### src/rtl/pong_game_ctrl.sv
// Game-sequencing FSM for the pong design: freezes/releases the ball, keeps a BCD score,
// counts balls remaining and times the pauses between balls and after game-over.
module pong_game_ctrl #(
  parameter int unsigned BALLS      = 3,
  parameter int unsigned WAIT_TICKS = 120
) (
  input  logic       clk,
  input  logic       reset,
  input  logic [1:0] btn,
  input  logic       refr_tick,
  input  logic       hit,
  input  logic       miss,
  output logic       gra_still,
  output logic [1:0] game_state,
  output logic [7:0] score,
  output logic [1:0] balls,
  output logic       timer_up
);

  typedef enum logic [1:0] {
    StNewGame = 2'b00,
    StPlay    = 2'b01,
    StNewBall = 2'b10,
    StOver    = 2'b11
  } state_e;

  localparam logic [1:0] BallsInit = 2'(BALLS);
  localparam logic [7:0] TimerLoad = 8'(WAIT_TICKS - 1);

  state_e     state_q;
  logic [7:0] score_q;
  logic [7:0] score_inc;
  logic [1:0] balls_q;
  logic [7:0] timer_q;
  logic       timer_up_q;
  logic       gra_still_q;

  // BCD increment, saturating at 99
  always_comb begin
    score_inc = score_q;
    if (score_q != 8'h99) begin
      if (score_q[3:0] == 4'd9) begin
        score_inc[3:0] = 4'd0;
        score_inc[7:4] = score_q[7:4] + 4'd1;
      end else begin
        score_inc[3:0] = score_q[3:0] + 4'd1;
      end
    end
  end

  always_ff @(posedge clk or negedge reset) begin
    if (!reset) begin
      state_q     <= StNewGame;
      score_q     <= 8'h00;
      balls_q     <= BallsInit;
      timer_q     <= 8'd0;
      timer_up_q  <= 1'b1;
      gra_still_q <= 1'b1;
    end else begin
      // A tick at zero flags expiry, so the full pause spans WAIT_TICKS ticks after a load.
      if (refr_tick) begin
        if (timer_q == 8'd0) begin
          timer_up_q <= 1'b1;
        end else begin
          timer_q <= timer_q - 8'd1;
        end
      end

      unique case (state_q)
        StNewGame: begin
          balls_q <= BallsInit;
          if (|btn) begin
            state_q     <= StPlay;
            score_q     <= 8'h00;
            balls_q     <= BallsInit - 2'd1;
            gra_still_q <= 1'b0;
          end
        end
        StPlay: begin
          // Loads below override the tick update above: load wins.
          if (miss) begin
            state_q     <= (balls_q == 2'd0) ? StOver : StNewBall;
            timer_q     <= TimerLoad;
            timer_up_q  <= 1'b0;
            gra_still_q <= 1'b1;
          end else if (hit) begin
            score_q <= score_inc;
          end
        end
        StNewBall: begin
          if (timer_up_q && (|btn)) begin
            state_q     <= StPlay;
            balls_q     <= balls_q - 2'd1;
            gra_still_q <= 1'b0;
          end
        end
        StOver: begin
          if (timer_up_q) begin
            state_q <= StNewGame;
            balls_q <= BallsInit;
          end
        end
        default: state_q <= StNewGame;
      endcase
    end
  end

  assign gra_still  = gra_still_q;
  assign game_state = state_q;
  assign score      = score_q;
  assign balls      = balls_q;
  assign timer_up   = timer_up_q;

endmodule

### config.mk
export PLATFORM = sky130hd
export DESIGN_NAME = pong_game_ctrl
export DESIGN_NICKNAME = d
export VERILOG_FILES = /design/src/rtl/pong_game_ctrl.sv
export SDC_FILE = /design/constraint.sdc
export NUM_CORES = 1
export LEC_CHECK = 0
export CAP_MARGIN = 15
export CORE_MARGIN = 4
export CORE_UTILIZATION = 55
export CTS_CLUSTER_DIAMETER = 150
export DETAILED_ROUTE_END_ITERATION = 8
export GPL_ROUTABILITY_DRIVEN = 0
export HOLD_SLACK_MARGIN = 0.08
export PLACE_DENSITY = 0.9
export SLEW_MARGIN = 40
export SYNTH_ARGS = -nofsm -noshare
export SYNTH_HDL_FRONTEND = slang
export SYNTH_SLANG_ARGS = --single-unit
### constraint.sdc
create_clock -name clk -period 3.11 [get_ports clk]
set_input_delay 0.4665 -clock clk [delete_from_list [all_inputs] [get_ports clk]]
set_output_delay 0.4665 -clock clk [all_outputs]
set_load 0.03 [all_outputs]
==> qor.txt, run 1 <==
Post-CTS Resized - 0
Setup_tns - 0 ns
Net Count, Synth - 168
RSZ-0062 raised after global routing - no
Clock-pin slew on the worst setup and hold paths - 0.13 ns
Share of layout cells above drive strength 1 - 0.08284
Num CTS Buffers - 3
Post-CTS Setup Bufs - 0
CP max FO - 19
Post-synthesis async set-or-reset flop share - 1.000
IO buf count - 20
Die Wd - 58.37 um
Top-area cell type share of the netlist area - 0.3229
P_leak - 0.7207 nW
Measured slew at the worst slew-check pin - 0.5735 ns
Largest cells by area after synthesis - dfrtp_1, ha_1, dfstp_2
# setup viols final - 0
Outcome - finished clean
# IOs - 21
Bufs on Longest Clock Path - 2
Grt ovf - 0
Die height - 58.37 um
Tot Pwr - 1.465 mW
CP startpoint kind - flip-flop
Post-synth EDFFs - 0
Worst Setup End Kind - flip-flop
Initial core utilization - 0.6017
NumNets Final - 189
Post-Syn Area - 1395 um^2
Yosys top cell by area - dfrtp_1
Post-Syn Instances - 149
Synth warnings - 0
CTS Hold Buffers Added - 0
Wire per inst - 14.75 um
Core area - 2318 um^2
Clk_skew - 0.003747 ns
Pin count of the biggest net entering global routing - 23
First-pass GRT wire length - 5271 um
Die Area - 3406 um^2
Final WL - 2906 um
Via/cell ratio - 6.020
Area grow syn2layout - 17.85%
Max Freq - 449.2 MHz
Syn Area/Cell - 9.363 um^2
CTS tree - built
Place WS - 0.8591 ns
First drt pass iteration count - 4
Seq/Total Area, Yosys - 0.3982
Post-route setup slack - 0.8840 ns
Max cap viols - 0
Remaining DRCs - 0
Post-DP HPWL - 2134 um
Initial antenna violation count - 0
Initial DRC Count - 34
Yosys reg bits - 22
Hold crit path type - in -> async
Critical path type - reg -> reg
Max VDD drop - 0.7351 mV
Power per cell area - 891.0 nW/um^2
Row cnt - 17
Worst slew margin - 0.6177
Vias in the first global route - 1215
Number of routed nets with antenna violations - 0
Clock sinks - 22
Root Driver - clkbuf_4
Distinct cells, synth - 45
Final Hold Viols - 0
Critical Path AT - 2.48 ns
Ys flop type - dfrtp_1
Vias post-DR - 1186
Minimum clock period - 2.226 ns
Post-synth top cells - dfrtp_1, nand2_1, ha_1, inv_1
WP data required - 3.37 ns
Clock Latency Late Sink - 0.31 ns
Top-count cell post-synth - dfrtp_1
H-Tree Level Count - 1
Ant diodes - 0
Slew Limit Fails - 0
Total track usage - 0.1970
Fin crit share - 0.7158
==> kinds of logic (layout without fill, tap and decap cells) <==
logic type                 after synthesis  after routing  share of synthesized area
adders and majority gates               12             12                     0.1076
buffers and inverters                   16             36                    0.04484
and+or+nand+nor                         65             65                     0.2592
muxes                                    3              3                    0.02242
DFF                                     22             22                     0.3982
xor gates and xnor gates                 3              3                    0.01884
AOI/OAI and AO/OA                       28             28                     0.1489
==> flip-flops by register name (all words and copies together), names as in the netlist <==
register	count
timer_up	1
score	8
game_state	2
balls	2
timer_q	8
gra_still	1
==> area by class of cell <==
class,count,area (um^2)
multi-input combinational,111,777.0
fill,159,674.4
sequential,22,555.5
timing repair buffer,20,195.2
inverter,12,45.04
clock buffer,4,36.28
tap,28,35.03
==> through the flow <==
stage / utilization / instance area, um^2 / instances / hold WS [ns]
2_1_floorplan: - / 1395 / 149 / 0.1709
3_3_place_gp: 0.6956 / 1613 / 193 / 0.5266
3_5_place_dp: 0.6935 / 1608 / 193 / 0.4640
4_1_cts: 0.7091 / 1644 / 197 / 0.1113
5_1_grt: 0.7091 / 1644 / 197 / 0.1177
6_report: 0.7091 / 1644 / 197 / 0.09469
==> power by group <==
group | leakage (nW) | switching [mW] | internal, mW
combinational | 0.442 | 0.465 | 0.325
clock | 0.0210 | 0.0916 | 0.0715
sequential | 0.258 | 0.120 | 0.392
total | 0.721 | 0.677 | 0.788
==> critical path, stage by stage (launching register included) <==
cell and delay (ns):
dfrtp_1 0.45, inv_1 0.12, ha_1 0.53, nand3b_1 0.13, a22o_1 0.34, or4_1 0.51
nand3_1 0.09
==> cell usage in the layout, fill, tap and decap left out, drive strengths merged, types with 4 or more instances in the layout <==
cell type      synthesis  final
clkdlybuf4s50          0     19
dfrtp                 18     18
nand2                 16     16
inv                   12     12
ha                    12     12
nor2                  10     10
nand3                 10     10
o21ai                  7      7
a21oi                  6      6
nand3b                 4      4
dfstp                  4      4
clkbuf                 2      4
==> worst paths after layout <==
path	from	depth (start not counted)	endpoint	slack, ns
setup / recovery	game_state[1]	6	score[3]	0.88
setup reg to reg	game_state[1]	6	score[3]	0.88
max in group asynchronous	reset	1	timer_up	2.66
hold / removal	reset	1	timer_q[5]	0.09
hold reg to reg	balls[0]	2	balls[0]	0.57
min in group clk	balls[0]	2	balls[0]	0.57
==> layer usage <==
metal	GRT usage	vias up	routed length [um]
met2	0.3493	38	1476
met5	0	-	0
met4	0.05960	0	39
met3	0.05263	4	153
li1	-	581	-
met1	0.2306	563	1237
(Power assumes the default switching activity.)
==> run 2, diff against run 1 <==
--- a/config.mk
+++ b/config.mk
@@ -7,12 +7,12 @@
 export LEC_CHECK = 0
 export CAP_MARGIN = 15
 export CORE_MARGIN = 4
-export CORE_UTILIZATION = 55
+export CORE_UTILIZATION = 48
 export CTS_CLUSTER_DIAMETER = 150
 export DETAILED_ROUTE_END_ITERATION = 8
 export GPL_ROUTABILITY_DRIVEN = 0
 export HOLD_SLACK_MARGIN = 0.08
-export PLACE_DENSITY = 0.9
+export PLACE_DENSITY = 0.84
 export SLEW_MARGIN = 40
 export SYNTH_ARGS = -nofsm -noshare
 export SYNTH_HDL_FRONTEND = slang
==> constraint.sdc (replaced) <==
create_clock -name clk -period 2 [get_ports clk]
set_input_delay 0.3 -clock clk [delete_from_list [all_inputs] [get_ports clk]]
set_output_delay 0.3 -clock clk [all_outputs]
set_load 0.03 [all_outputs]
==> qor.txt, run 2 (synthesis results as in run 1) <==
Outcome - finished clean
First drt pass iteration count - 4 (unchanged)
H-Tree Level Count - 1 (unchanged)
WP data required - 2.18 ns (-1.19 ns)
Commonest non-fill, non-tap cell in the layout - clkdlybuf4s50_1
Top Family by Delay on Critical Path - simple AND/OR/NAND/NOR gates
Slew Limit Fails - 0 (unchanged)
Tot Pwr - 2.310 mW (+58%)
Worst Setup End Kind - flip-flop
Design area - 1693 um^2 (+3.0%)
Fin crit share - 0.9385 (+0.2227)
Vias post-DR - 1186 (unchanged)
Cell area after placement - 1663 um^2 (+3.4%)
Layout Cells excl Fill - 206 (+4.6%)
Core area - 2758 um^2 (+19%)
Wire per inst - 14.48 um (-1.9%)
Max cap viols - 0 (unchanged)
Max Freq - 532.8 MHz (+19%)
Setup_tns - 0 ns (unchanged)
Max VDD drop - 1.090 mV (+48%)
# IOs - 21 (unchanged)
CTS Hold Buffers Added - 0 (unchanged)
CP Buf/Inv Count - 2 (+1)
Share of layout cells above drive strength 1 - 0.1200 (+0.03716)
Initial DRC Count - 90 (+160%)
Die Wd - 61.91 um (+6.1%)
Initial core utilization - 0.5059 (-0.09583)
Post-CTS Setup Bufs - 0 (unchanged)
Die Area - 3833 um^2 (+13%)
P_leak - 0.7434 nW (+3.1%)
CP max FO - 3 (-16)
Pin count of the biggest net entering global routing - 23 (unchanged)
WL met1 - 1324 um (+7.0%)
Grt ovf - 0 (unchanged)
Critical path type - reg -> reg
CTS tree - built
Ant diodes - 0 (unchanged)
Clk_skew - 0.01005 ns (+0.006307 ns)
Slowest CP cell - or4b_2
Most used cell, CP - inv_1
Num CTS Buffers - 3 (unchanged)
Filler instances - 247 (+55%)
Highest routed metal layer - met4
RSZ-0062 raised after global routing - no
Final Hold Viols - 0 (unchanged)
IO buf count - 20 (unchanged)
Critical Path AT - 2.05 ns (-0.43 ns)
Row cnt - 19 (+2)
Root Driver - clkbuf_4
Clock Latency Late Sink - 0.30 ns (about the same)
Power per cell area - 1364 nW/um^2 (+53%)
Hold crit path type - in -> async
DR WL met2 - 1493 um (+1.2%)
Critical path cell sequence - inv_1 > ha_1 > inv_1 > or4b_2 > nor2_2 > o21ai_0
Remaining DRCs - 0 (unchanged)
Vias in the first global route - 1180 (-2.9%)
Via/cell ratio - 5.757 (-4.4%)
Clock sinks - 22 (unchanged)
Post-route setup slack - 0.1231 ns (-0.7609 ns)
Die height - 61.91 um (+6.1%)
CP startpoint kind - flip-flop
# setup viols final - 0 (unchanged)
Commonest non-fill, non-tap cells in the layout - clkdlybuf4s50_1, dfrtp_1, nand2_1
Measured slew at the worst slew-check pin - 0.4189 ns (-0.1546 ns)
Initial antenna violation count - 0 (unchanged)
NumNets Final - 195 (+3.2%)
Area grow syn2layout - 21.35%
First-pass GRT wire length - 5064 um (-3.9%)
Wire length on met3 - 131 um (-14%)
Place WS - 0.07000 ns (-0.7891 ns)
CP max stage delay - 0.68 ns (+0.15 ns)
Minimum clock period - 1.877 ns (-0.3491 ns)
Bufs on Longest Clock Path - 2 (unchanged)
Total track usage - 0.1742 (-0.02271)
Post-DP HPWL - 2326 um (+9.0%)
Placed cell count - 202 (+4.7%)
Number of routed nets with antenna violations - 0 (unchanged)
Final WL - 2982 um (+2.6%)
Worst slew margin - 0.7200 (+0.1023)
Clock-pin slew on the worst setup and hold paths - 0.12 ns (about the same)
run 2: path summary, 6_finish.rpt:
check / from / end / slack, ns / depth (start not counted)
max: timer_q[0] / timer_q[4] / 0.12 / 6
min: reset / score[4] / 0.32 / 2
max reg2reg: timer_q[0] / timer_q[4] / 0.12 / 6
min reg2reg: balls[1] / balls[1] / 0.54 / 2
max in group asynchronous: reset / timer_up / 1.39 / 2
min in group clk: balls[1] / balls[1] / 0.54 / 2
run 2: power breakdown:
group	total [mW]	internal (mW)	switching, mW
registers	0.810	0.611	0.200
logic	1.29	0.569	0.724
clock network	0.206	0.0777	0.129
run 2: area by class of cell:
type | instances | area [um^2] | share of cell area
sequential | 22 | 556.8 | 0.3289
multi-input combinational | 111 | 780.7 | 0.4612
clock buffer | 4 | 26.28 | 0.01552
tap | 31 | 38.79 | 0.02291
timing repair buffer | 26 | 245.2 | 0.1449
inverter | 12 | 45.04 | 0.02661
run 2: worst reg2reg max path: stages, from the launching register on:
cell and delay [ns]:
dfrtp_1 0.41, inv_1 0.12, ha_1 0.18, inv_1 0.09
or4b_2 0.68, nor2_2 0.17, o21ai_0 0.10
run 2: routing by layer:
metal | vias to the layer above | global-route usage
met2 | 28 | 0.3139
met5 | - | 0
met4 | 0 | 0.04848
li1 | 590 | -
met3 | 4 | 0.04132
met1 | 564 | 0.2059
run 2: what timing repair did:
action | 4_1_cts | 5_1_grt
endpoints found under the setup margin | 0 | 3
gates resized for setup | 0 | 3
hold endpoints to repair | 0 | 0
run 2: stage by stage:
stage | utilization | hold slack, ns
2_1_floorplan | - | 0.004409
3_3_place_gp | 0.6030 | 0.5207
3_5_place_dp | 0.6030 | 0.5261
4_1_cts | 0.6125 | 0.3228
5_1_grt | 0.6139 | 0.3400
6_report | 0.6139 | 0.3240
